$ cat src/rtl/alu_arbiter.sv
// alu_arbiter: shares one combinational ALU between two requesters.
// Round-robin grant, one op per cycle, and a single-entry registered response
// slot per requester. A slot can be drained and refilled in the same cycle.
module alu_arbiter #(
  parameter int unsigned WIDTH = 32,
  parameter int unsigned OPW   = 4,
  parameter int unsigned CNTW  = 16
) (
  input  logic             clk,
  input  logic             rst_n,
  // requester 0 (execute stage)
  input  logic             req0_valid,
  output logic             req0_ready,
  input  logic [WIDTH-1:0] req0_a,
  input  logic [WIDTH-1:0] req0_b,
  input  logic [OPW-1:0]   req0_op,
  // requester 1 (address / branch-compare unit)
  input  logic             req1_valid,
  output logic             req1_ready,
  input  logic [WIDTH-1:0] req1_a,
  input  logic [WIDTH-1:0] req1_b,
  input  logic [OPW-1:0]   req1_op,
  // response slot 0
  output logic             rsp0_valid,
  input  logic             rsp0_ready,
  output logic [WIDTH-1:0] rsp0_result,
  output logic             rsp0_zero,
  // response slot 1
  output logic             rsp1_valid,
  input  logic             rsp1_ready,
  output logic [WIDTH-1:0] rsp1_result,
  output logic             rsp1_zero,
  // shared ALU
  output logic [WIDTH-1:0] alu_a,
  output logic [WIDTH-1:0] alu_b,
  output logic [OPW-1:0]   alu_op,
  input  logic [WIDTH-1:0] alu_result,
  input  logic             alu_zero,
  // statistics
  output logic [CNTW-1:0]  op_count
);

  localparam logic [CNTW-1:0] CNT_MAX = '1;

  logic             w_elig0;
  logic             w_elig1;
  logic             w_grant0;
  logic             w_grant1;

  // 0: requester 0 won last, 1: requester 1 won last
  logic             r_last_grant;
  logic             r_rsp0_valid;
  logic [WIDTH-1:0] r_rsp0_result;
  logic             r_rsp0_zero;
  logic             r_rsp1_valid;
  logic [WIDTH-1:0] r_rsp1_result;
  logic             r_rsp1_zero;
  logic [CNTW-1:0]  r_op_count;

  // Eligibility (slot empty or draining this cycle) and round-robin grant
  always_comb begin
    w_elig0  = req0_valid & (~r_rsp0_valid | rsp0_ready);
    w_elig1  = req1_valid & (~r_rsp1_valid | rsp1_ready);
    w_grant0 = w_elig0 & (~w_elig1 | r_last_grant);
    w_grant1 = w_elig1 & (~w_elig0 | ~r_last_grant);
  end

  // Route the granted requester's operands to the ALU; idle drives zeros
  always_comb begin
    alu_a  = '0;
    alu_b  = '0;
    alu_op = '0;
    if (w_grant0) begin
      alu_a  = req0_a;
      alu_b  = req0_b;
      alu_op = req0_op;
    end else if (w_grant1) begin
      alu_a  = req1_a;
      alu_b  = req1_b;
      alu_op = req1_op;
    end
  end

  // Round-robin pointer: follows the winner, holds on idle cycles
  always_ff @(posedge clk or negedge rst_n) begin
    if (!rst_n) begin
      r_last_grant <= 1'b1;
    end else if (w_grant0) begin
      r_last_grant <= 1'b0;
    end else if (w_grant1) begin
      r_last_grant <= 1'b1;
    end
  end

  // Response slot 0: refill on accept (even while draining), else clear on drain
  always_ff @(posedge clk or negedge rst_n) begin
    if (!rst_n) begin
      r_rsp0_valid  <= 1'b0;
      r_rsp0_result <= '0;
      r_rsp0_zero   <= 1'b0;
    end else if (w_grant0) begin
      r_rsp0_valid  <= 1'b1;
      r_rsp0_result <= alu_result;
      r_rsp0_zero   <= alu_zero;
    end else if (rsp0_ready) begin
      r_rsp0_valid  <= 1'b0;
    end
  end

  // Response slot 1: same policy as slot 0
  always_ff @(posedge clk or negedge rst_n) begin
    if (!rst_n) begin
      r_rsp1_valid  <= 1'b0;
      r_rsp1_result <= '0;
      r_rsp1_zero   <= 1'b0;
    end else if (w_grant1) begin
      r_rsp1_valid  <= 1'b1;
      r_rsp1_result <= alu_result;
      r_rsp1_zero   <= alu_zero;
    end else if (rsp1_ready) begin
      r_rsp1_valid  <= 1'b0;
    end
  end

  // Saturating count of accepted operations
  always_ff @(posedge clk or negedge rst_n) begin
    if (!rst_n) begin
      r_op_count <= '0;
    end else if ((w_grant0 | w_grant1) && (r_op_count != CNT_MAX)) begin
      r_op_count <= r_op_count + CNTW'(1);
    end
  end

  assign req0_ready  = w_grant0;
  assign req1_ready  = w_grant1;
  assign rsp0_valid  = r_rsp0_valid;
  assign rsp0_result = r_rsp0_result;
  assign rsp0_zero   = r_rsp0_zero;
  assign rsp1_valid  = r_rsp1_valid;
  assign rsp1_result = r_rsp1_result;
  assign rsp1_zero   = r_rsp1_zero;
  assign op_count    = r_op_count;

endmodule

$ cat config.mk
export PLATFORM = sky130hd
export DESIGN_NAME = alu_arbiter
export DESIGN_NICKNAME = d
export VERILOG_FILES = /design/src/rtl/alu_arbiter.sv
export SDC_FILE = /design/constraint.sdc
export NUM_CORES = 1
export LEC_CHECK = 0
export CORE_AREA = 4 4 125 127
export DETAILED_ROUTE_END_ITERATION = 10
export DIE_AREA = 0 0 129 131
export GPL_ROUTABILITY_DRIVEN = 0
export HOLD_SLACK_MARGIN = 0.12
export MAX_ROUTING_LAYER = met4
export PLACE_DENSITY_LB_ADDON = 0.3
export SLEW_MARGIN = 15
export SYNTH_ARGS = -nofsm -noshare
export SYNTH_HDL_FRONTEND = slang
export SYNTH_SLANG_ARGS = --single-unit
$ cat constraint.sdc
create_clock -name clk -period 1.55 [get_ports clk]
set_clock_uncertainty 0.1 [all_clocks]
set_input_delay 0.2325 -clock clk [delete_from_list [all_inputs] [get_ports clk]]
set_output_delay 0.2325 -clock clk [all_outputs]
set_load 0.01 [all_outputs]
==> run_results.csv, run 1 <==
group,metric,value,unit
final_layout,syn2layout_area_growth,119.8,%
power_and_ir_drop,clockPowerShare,0.237,
floorplanning,rows,44,
placed_design,io_buffers,328,
floorplanning,initial_core_util,0.2806,
critical_path,path_max_fanout,8,
critical_path,critPathKind,"in -> out",
route,via_per_inst,4.852,
power_and_ir_drop,total_power,10.95,mW
route,drc_errors,0,
final_layout,layout_common_cells,"clkdlybuf4s50_1, dfrtp_1, dlygate4sd2_1, a22o_1, mux2_4",
route,routedWlPerCell,22.43,um
outcome,violations,"setup timing",
final_layout,fill_cells,1167,
global_route,grt_pass1_vias,4548,
worst_hold_path,min_path_type,"in -> async",
floorplanning,die_area,16900,um^2
sta,final_max_slew_viol_count,0,
power_and_ir_drop,switching_share,0.3154,
power_and_ir_drop,pwr-share-comb,0.465,
clock_tree,cts_buffers,9,
synth,ys_seq_area_frac,0.5258,
power_and_ir_drop,power_leakage,4.120,nW
sta,fmax,0.4667,GHz
clock_tree,clk_path_buf_depth,2,
synth,ys_types,33,
synth,ys_seq_elements,85,
synth,synth_fp_nets,482,
route,drtPass1Iterations,4,
clock_tree,cts_max_level,3,
floorplanning,die-width,129,um
sta,post-route-period-util,1.382,
placed_design,hpwl,14900,um
critical_path,endpoint_kind,"output port",
sta,setup_slack,-592.7,ps
route,drt_wl_total,20100,um
power_and_ir_drop,intPower,7.498,mW
global_route,grt_pass1_wl,26670,um
global_route,grt-ovfl-total,0,
clock_tree,clk_pin_slew_worst_paths,60,ps
critical_path,start_kind,"input pin",
critical_path,cp.arrival,1810,ps
outcome,outcome,"finished, violations left",
sta,rsz0062_at_grt,"true",
power_and_ir_drop,pwr_density_cell,1231,nW/um^2
synth,synthCells,306,
sta,fin_setup_tns,-51670,ps
final_layout,final_nets,880,
power_and_ir_drop,ir_drop,0.9712,mV
final_layout,drive_above_1_share,0.3752,
floorplanning,core-area,14420,um^2
sta,whs,282.7,ps
synth,syn_area_per_cell,13.23,um^2
global_route,grt_max_degree,43,
final_layout,final_util,0.6168,
power_and_ir_drop,p_switching,3.454,mW
placed_design,dp_slack,-949.9,ps
sta,setup_violations,144,
synth,ys_warn_count,0,
power_and_ir_drop,pwr-share-seq,0.298,
global_route,antenna_found_initial,3,
job,drv_cap,0,
clock_tree,clock-sinks,85,
sta,tightest_slew,426.8,ps
route,num_vias,4347,
floorplanning,ios,329,
final_layout,final_common_cell,"clkdlybuf4s50_1",
floorplanning,die_y,131,um
critical_path,required,1220,ps
sta,fin_crit,2143,ps
clock_tree,insertion_delay,330,ps
sta,hold_violations,0,
clock_tree,cts-root-buf,"clkbuf_16",
clock_tree,cts_tree,"done",
synth,syn_area,4048,um^2
global_route,grt_use_total,0.2156,
route,ant_nets,0,
sta,relSlewSlack,0.7154,
route,drt_iter0_drc,115,
## Yosys cell counts, drive strengths merged
master / count / share of area
or2: 2 / 0.0031
a21o: 1 / 0.0022
a21oi: 2 / 0.0025
clkbuf: 5 / 0.0046
mux2: 67 / 0.19
nand2: 6 / 0.0056
o21ai: 1 / 0.0012
buf: 16 / 0.023
nor2: 2 / 0.0025
and4: 1 / 0.0022
a22oi: 1 / 0.0019
dfrtp: 84 / 0.52
nor3: 5 / 0.0062
inv: 2 / 0.0019
nand3: 4 / 0.0049
nor4b: 2 / 0.0043
a22o: 68 / 0.15
dfstp: 1 / 0.0065
and3: 1 / 0.0015
and2: 2 / 0.0031
xor2: 15 / 0.032
ha: 1 / 0.0031
nand4: 6 / 0.013
nand2b: 2 / 0.0031
nor4: 8 / 0.016
nor3b: 1 / 0.0019
## state kept, by name, indices dropped and copies added (netlist names)
name and cells:
rsp0_zero 1, rsp1_zero 1, rsp0_result 32, op_count 16, r_last_grant 1, rsp0_valid 1
rsp1_valid 1, rsp1_result 32
## stage by stage
step	instances	instance area (um^2)
global placement	843	8018
detailed placement	843	8018
CTS	872	8457
finish	896	8896
floorplan	306	4309
global route	896	8896
## power groups by stage
| stage | sequential, mW | combinational, mW | clock [mW] |
|---|---|---|---|
| 3_3_place_gp | 3.25 | 4.91 | 0 |
| 6_report | 3.26 | 5.09 | 2.60 |
| 4_1_cts | 3.25 | 4.72 | 2.66 |
| 3_5_place_dp | 3.29 | 4.98 | 0 |
| 5_1_grt | 3.35 | 5.38 | 2.76 |
| 2_1_floorplan | 3.62 | 1.65 | 0 |
## what timing repair did
action                                  CTS  global route
hold endpoints to repair                 69             0
buffers inserted                          9            18
gates cloned                              4             4
endpoints found under the setup margin  228           156
resized for setup                       403            58
hold buffers                              1             0
pin swaps                                19            16
## final timing paths
path / cells after the start / slack (ps) / to / startpoint
worst max-delay path: 8 / -590 / alu_op[3] / rsp0_ready
worst min-delay path: 2 / 280 / op_count[9] / rst_n
worst max register to register: 9 / -430 / rsp1_result[14] / rsp0_valid
worst min register to register: 1 / 400 / rsp1_zero / rsp1_zero
max in group asynchronous: 3 / 500 / r_last_grant / rst_n
min in group clk: 1 / 400 / rsp1_zero / rsp1_zero
## metal layers
layer	vias to the layer above	part of all wire	GRT usage
met5	-	0	-
met4	0	0.029	0.08894
met3	35	0.066	0.05081
met2	182	0.55	0.3808
met1	2149	0.36	0.2331
li1	1981	-	-
## cells by family (layout without fill, tap and decap cells)
| family | count (synthesis) | in the layout | synth area share |
|---|---|---|---|
| AOI/OAI and AO/OA | 73 | 73 | 0.1549 |
| xor gates and xnor gates | 15 | 15 | 0.03246 |
| adders and majority gates | 1 | 1 | 0.003091 |
| buffers and inverters | 23 | 426 | 0.02906 |
| DFF | 85 | 85 | 0.5258 |
| muxes | 67 | 67 | 0.1873 |
| other | 0 | 3 | 0 |
| and+or+nand+nor | 42 | 42 | 0.06739 |
## cell type report
type                            instances  area (um^2)  share of cell area
Multi-Input combinational cell        198         2266              0.2547
Tap cell                              184        230.2             0.02588
Clock buffer                            9        225.2             0.02532
Timing Repair Buffer                  408         3882              0.4364
Sequential cell                        85         2130              0.2394
Clock inverter                          7        137.6             0.01547
Antenna cell                            3        7.507           0.0008439
Inverter                                2        17.52            0.001969
## critical path, cell delays in order
cell and delay (ps):
clkdlybuf4s50_1 380, nand2b_1 150, and2_4 160, a21o_4 240, inv_8 100, buf_4 150, a22o_1 160, clkdlybuf4s15_2 230
Power figures use the tool's default switching activity.
==> inputs of run 2 (changes only) <==
ABC_AREA = 1   (was unset)
CAP_MARGIN = 20   (was unset)
CORE_AREA = unset   (was 4 4 125 127)
CORE_MARGIN = 4   (was unset)
CORE_UTILIZATION = 32   (was unset)
DIE_AREA = unset   (was 0 0 129 131)
==> run 2 against run 1 <==
  * The run still ends with setup timing left
  * Fmax grew 1.1%
  * Flip-flop and latch count is the same
  * Final cell count grew 32%
  * Final area grew 1.3%
  * Critical path depth grew 4
  * Sequential power shrank 4%
  * Critical endpoint is now alu_a[20]
  * Highest routed layer unchanged
==> run_results.csv, run 2 <==
group,metric,value,unit
clock_tree,clk_pin_slew_worst_paths,60,ps
synth,ys_seq_area_frac,0.4721,
synth,yosysTopAreaCell,"dfrtp_1",
clock_tree,insertion_delay,330,ps
synth,yosysMostFrequentCell,"nand2_1",
power_and_ir_drop,total_power,9.849,mW
placed_design,io_buffers,328,
power_and_ir_drop,ir_drop,1.071,mV
route,drt_iter0_drc,231,
floorplanning,die-width,126.7,um
floorplanning,die_y,126.7,um
global_route,antenna_found_initial,3,
sta,hold_violations,0,
critical_path,crit_chain,"inv_2 > o21ai_4 > inv_2 > nand2_4 > nand2_4 > clkinv_4 > buf_12 > buf_12 > clkbuf_16 > nand2_2 > nand2_1 > buf_2",
global_route,grt_pass1_wl,28640,um
route,via_per_inst,4.550,
clock_tree,cts_buffers,9,
critical_path,r2r_setup_slack,-170,ps
floorplanning,initial_core_util,0.3260,
sta,rsz0062_at_grt,"true",
placed_design,hpwl,14760,um
critical_path,required,1220,ps
synth,synth_fp_nets,806,
global_route,grt-ovfl-total,0,
synth,ys_seq_elements,85,
floorplanning,ios,329,
global_route,grt_use_total,0.2366,
sta,post-route-period-util,1.367,
critical_path,cp_top_family,"buffers and inverters",
final_layout,layout_common_cells,"nand2_1, clkdlybuf4s50_1, dlygate4sd2_1, dfrtp_1, o21ai_0",
synth,netlist_top_cells_area,"dfrtp_1, nand2_1, o21ai_0",
power_and_ir_drop,power_leakage,4.639,nW
synth,synth_top_area_share,0.4663,
clock_tree,cts_max_level,3,
worst_hold_path,min_path_type,"in -> async",
critical_path,path_max_fanout,5,
clock_tree,clk_path_buf_depth,2,
sta,fin_crit,2119,ps
global_route,use_met3,0.06568,
job,drv_cap,0,
synth,synth_enable_flop_cells,0,
floorplanning,die_area,16050,um^2
global_route,grtUsageMet1,0.2682,
synth,ys_warn_count,0,
critical_path,critPathKind,"reg -> out",
global_route,grt-busiest-layer,"met2",
sta,final_max_slew_viol_count,0,
outcome,violations,"setup timing",
route,routedWlPerCell,16.73,um
floorplanning,core-area,13830,um^2
critical_path,endpoint_kind,"output port",
global_route,grt_pass1_vias,5118,
clock_tree,cts_tree,"done",
sta,fmax,0.4719,GHz
route,drtPass1Iterations,4,
clock_tree,clock-sinks,85,
final_layout,drive_above_1_share,0.2535,
synth,synth_ff_type,"dfrtp_1",
route,drc_errors,0,
sta,setup_slack,-569.2,ps
final_layout,fill_cells,1156,
global_route,gr-usage-met2,0.4016,
final_layout,final_common_cell,"nand2_1",
synth,async_reset_ff_frac,1.000,
synth,synth_commonest_cells,"nand2_1, dfrtp_1, o21ai_0",
final_layout,fin_area,9011,um^2
synth,ys_types,24,
synth,syn_area,4508,um^2
power_and_ir_drop,pwr_density_cell,1093,nW/um^2
placed_design,dpl_cell_area,8129,um^2
sta,tightest_slew,627.7,ps
outcome,outcome,"finished, violations left",
critical_path,slowest_delay,390,ps
global_route,grt_max_degree,68,
route,num_vias,5373,
route,ant_nets,0,
critical_path,cp.arrival,1790,ps
sta,setup_violations,120,
critical_path,start_kind,"register",
sta,relSlewSlack,0.5816,
final_layout,syn2layout_area_growth,99.89,%
critical_path,critPathBufInv,7,
route,drt_wl_total,19760,um
final_layout,final_nets,1169,
floorplanning,rows,43,
synth,syn_area_per_cell,7.156,um^2
critical_path,crit_path_top_delay_cell,"dfrtp_1",
clock_tree,cts-root-buf,"clkbuf_16",
synth,synthCells,630,
==> run 2: cell types whose count changed after synthesis, sizes merged, moves of 5 or more <==
cell	change
a22o	-68
buf	+8
inv	+54
mux2	-67
nand2	+332
nand3	+5
nor2	+16
nor3	-5
nor4	-8
o21ai	+82
xor2	-13
==> run 2: per-layer routing <==
layer | wire length (um) | part of all wire
met1 | 7508 | 0.38
met2 | 10160 | 0.51
met3 | 1449 | 0.073
met4 | 642 | 0.032
met5 | 0 | 0
==> run 2: cell type report <==
cell class | instances | area [um^2] | area share
Clock buffer | 10 | 229.0 | 0.02541
Inverter | 56 | 225.2 | 0.02499
Timing Repair Buffer | 382 | 3757 | 0.4170
Clock inverter | 6 | 86.33 | 0.009581
Multi-Input combinational cell | 459 | 2347 | 0.2605
Antenna cell | 3 | 7.507 | 0.0008331
Sequential cell | 85 | 2133 | 0.2367
Tap cell | 180 | 225.2 | 0.02499
==> run 2: stage by stage <==
| step | TNS (ps) | utilization | hold WS [ps] | cells | worst slack [ps] |
|---|---|---|---|---|---|
| final | -39880 | 0.6517 | 272.5 | 1181 | -569.2 |
| after global routing | -54030 | 0.6517 | 294.6 | 1181 | -665.7 |
| after CTS | -41990 | 0.6217 | 270.3 | 1171 | -626.5 |
| after detailed placement | -92620 | 0.5879 | 87.58 | 1134 | -934.5 |
| after global placement | -91850 | 0.5879 | 85.71 | 1134 | -930.2 |
| after floorplan | 0 | - | -163.1 | 630 | 2.414 |
==> run 2: worst reg2reg max path, cell delays in order (launching register included) <==
cell,delay [ps]
dfrtp_1,390
inv_2,80
o21ai_4,70
inv_2,80
nand2_4,60
nand2_4,70
buf_4,490
nand2_1,180
o21ai_0,120
==> run 2: final timing paths <==
path,start,end,cells after the start
max,rsp1_valid,alu_a[20],12
min,rst_n,op_count[13],2
max reg2reg,rsp1_valid,rsp0_result[8],8
min reg2reg,rsp1_result[25],rsp1_result[25],2
min in group clk,alu_result[30],rsp1_result[30],3
max in group asynchronous,rst_n,rsp1_result[3],3
==> run 2: cells by family (layout without fill, tap and decap cells) <==
logic type                 Yosys count  in the layout  synth area share
and+or+nand+nor                    370            370            0.3256
buffers and inverters               86            454           0.08937
DFF                                 85             85            0.4721
AOI/OAI and AO/OA                   83             83            0.1005
xor gates and xnor gates             5              5          0.009716
adders and majority gates            1              1          0.002775
other                                0              3                 0
==> run 2: repair_timing <==
item / 4_1_cts / 5_1_grt
endpoints found under the hold margin: 85 / 0
hold buffers: 1 / 0
cloned: 4 / 4
buffers inserted: 16 / 4
pin swaps: 18 / 23
endpoints found under the setup margin: 235 / 154
resized for setup: 438 / 92
==> run 2: where the power goes <==
group          switching [mW]  internal (mW)
clock network           0.865           1.41
logic                    2.18           2.25
registers               0.358           2.78
==> inputs of run 3 (changes only) <==
CORE_AREA = 2 2 129 131   (was unset)
CORE_MARGIN = unset   (was 4)
CORE_UTILIZATION = unset   (was 32)
DIE_AREA = 0 0 131 133   (was unset)
==> run 3 against run 2 <==
  * The run still ends with setup timing left
  * Non-clock buffer count rose by 12
  * Flip-flop and latch count did not move
  * Final cell count rose by 4.6%
  * Via count rose by 2.6%
  * First-iteration DRC count rose by 13%
  * Clock power barely moved
==> run_results.csv, run 3 (synthesized netlist as in run 2, its figures left out) <==
group,metric,value,unit
outcome,outcome,"finished, violations left",
outcome,violations,"setup timing",
route,routedWlPerCell,16.39,um
clock_tree,cts_buffers,9,
power_and_ir_drop,clockPowerShare,0.227,
power_and_ir_drop,power_leakage,4.881,nW
power_and_ir_drop,intPower,6.466,mW
sta,fin_crit,2103,ps
floorplanning,die_area,17420,um^2
final_layout,syn2layout_area_growth,110.5,%
critical_path,r2r_start,"rsp0_valid",
critical_path,path_max_fanout,7,
sta,setup_violations,117,
critical_path,crit_chain,"inv_2 > o21ai_4 > inv_2 > buf_6 > nand2_8 > clkinv_8 > clkbuf_16 > nand2_4 > nand2_1 > buf_2",
sta,fin_setup_tns,-40900,ps
final_layout,regArea,2130,um^2
critical_path,start_kind,"register",
sta,final_max_slew_viol_count,0,
power_and_ir_drop,ir_drop,0.9430,mV
power_and_ir_drop,pwr-share-seq,0.306,
clock_tree,clock-sinks,85,
clock_tree,cts_max_level,3,
route,ant_nets,0,
sta,tightest_slew,405.7,ps
route,drc_errors,0,
floorplanning,initial_core_util,0.2788,
critical_path,endpoint_kind,"output port",
sta,setup_slack,-552.8,ps
critical_path,required,1220,ps
final_layout,fill_cells,1453,
critical_path,cp-startpoint,"rsp0_valid",
floorplanning,die_y,133,um
route,drt_iter0_drc,260,
power_and_ir_drop,pwr-share-comb,0.467,
sta,fmax,0.4756,GHz
sta,hold_violations,0,
placed_design,dp_slack,-893.7,ps
route,drtPass1Iterations,4,
clock_tree,cts-root-buf,"clkbuf_16",
clock_tree,insertion_delay,350,ps
worst_hold_path,min_path_type,"in -> async",
global_route,grt-ovfl-total,0,
global_route,grt_pass1_wl,27170,um
critical_path,crit_top_cell,"inv_2",
power_and_ir_drop,p_switching,3.705,mW
global_route,antenna_found_initial,3,
sta,post-route-period-util,1.357,
global_route,grt_max_degree,68,
floorplanning,die-width,131,um
sta,rsz0062_at_grt,"true",
clock_tree,clk_path_buf_depth,2,
placed_design,io_buffers,328,
clock_tree,cts_tree,"done",
power_and_ir_drop,switching_share,0.3643,
floorplanning,ios,329,
final_layout,multiInputGateArea,2565,um^2
clock_tree,clk_pin_slew_worst_paths,70,ps
sta,relSlewSlack,0.7295,
critical_path,slowest_delay,380,ps
floorplanning,rows,47,
final_layout,final_common_cell,"nand2_1",
route,num_vias,5512,
job,drv_cap,0,
critical_path,reg2regPathDepth,7,
critical_path,cp.arrival,1770,ps
final_layout,final_nets,1183,
route,drt_wl_total,20240,um
global_route,grt_pass1_vias,4939,
final_layout,drive_above_1_share,0.3083,
critical_path,cp_top_family,"buffers and inverters",
critical_path,path_depth,10,
power_and_ir_drop,pwr_density_cell,1072,nW/um^2
critical_path,crit_path_top_delay_cell,"dfrtp_1",
floorplanning,core-area,16170,um^2
final_layout,layout_common_cells,"nand2_1, clkdlybuf4s50_1, dfrtp_1, nand2_2, dlygate4sd2_1",
placed_design,hpwl,13970,um
critical_path,critPathBufInv,6,
critical_path,critPathKind,"reg -> out",
global_route,grt_use_total,0.2127,
route,via_per_inst,4.463,
[run 3: power groups by stage]
stage                     clock [mW]  combinational, mW  sequential [mW]
after floorplan                    0               1.33             3.44
after global placement             0               4.22             3.16
after detailed placement           0               4.24             3.17
after CTS                       2.35               4.15             3.11
after global routing            2.43               5.13             3.19
final                           2.30               4.75             3.12
[run 3: final timing paths]
kind / slack [ps] / endpoint
max reg2reg: -190 / rsp0_valid
min in group clk: 340 / rsp1_zero
min reg2reg: 380 / rsp1_result[24]
min: 220 / op_count[13]
max in group asynchronous: 660 / rsp0_result[28]
max: -550 / alu_a[25]
[run 3: worst reg2reg max path, stage by stage, from the launching register on]
cell and delay (ps):
dfrtp_1 380, inv_2 60, o21ai_4 130, inv_2 70, buf_6 130, nand2_8 120
clkbuf_8 400, o21ai_0 200
[run 3: stage by stage]
step,std cells,area (um^2),total power [mW],hold slack (ps),util
5_1_grt,1235,9492,10.76,246.3,0.5869
4_1_cts,1221,8686,9.605,227.9,0.5371
3_5_place_dp,1182,8227,7.410,59.41,0.5087
6_report,1235,9492,10.17,220.8,0.5869
3_3_place_gp,1182,8227,7.378,56.55,0.5087
2_1_floorplan,630,4553,4.774,-163.1,-
[run 3: layout make-up]
type                            instances  share of cell area
Clock inverter                          7            0.009755
Inverter                               56             0.02597
Sequential cell                        85              0.2244
Clock buffer                            9             0.02373
Timing Repair inverter                  2            0.002636
Multi-Input combinational cell        459              0.2702
Timing Repair Buffer                  394              0.4135
Tap cell                              220             0.02900
Antenna cell                            3           0.0007909
[run 3: routing by layer]
metal	up-vias	GRT usage	part of all wire
li1	2693	-	-
met4	0	0.06974	0.022
met3	32	0.06066	0.082
met5	-	-	0
met2	221	0.3520	0.50
met1	2566	0.2468	0.39
[run 3: timing repair]
| item | CTS | global route |
|---|---|---|
| buffers inserted | 14 | 8 |
| gates resized for setup | 407 | 219 |
| endpoints found under the setup margin | 237 | 156 |
| gates cloned | 8 | 8 |
| pin swaps | 11 | 56 |
| endpoints found under the hold margin | 85 | 0 |
| hold buffers | 1 | 0 |
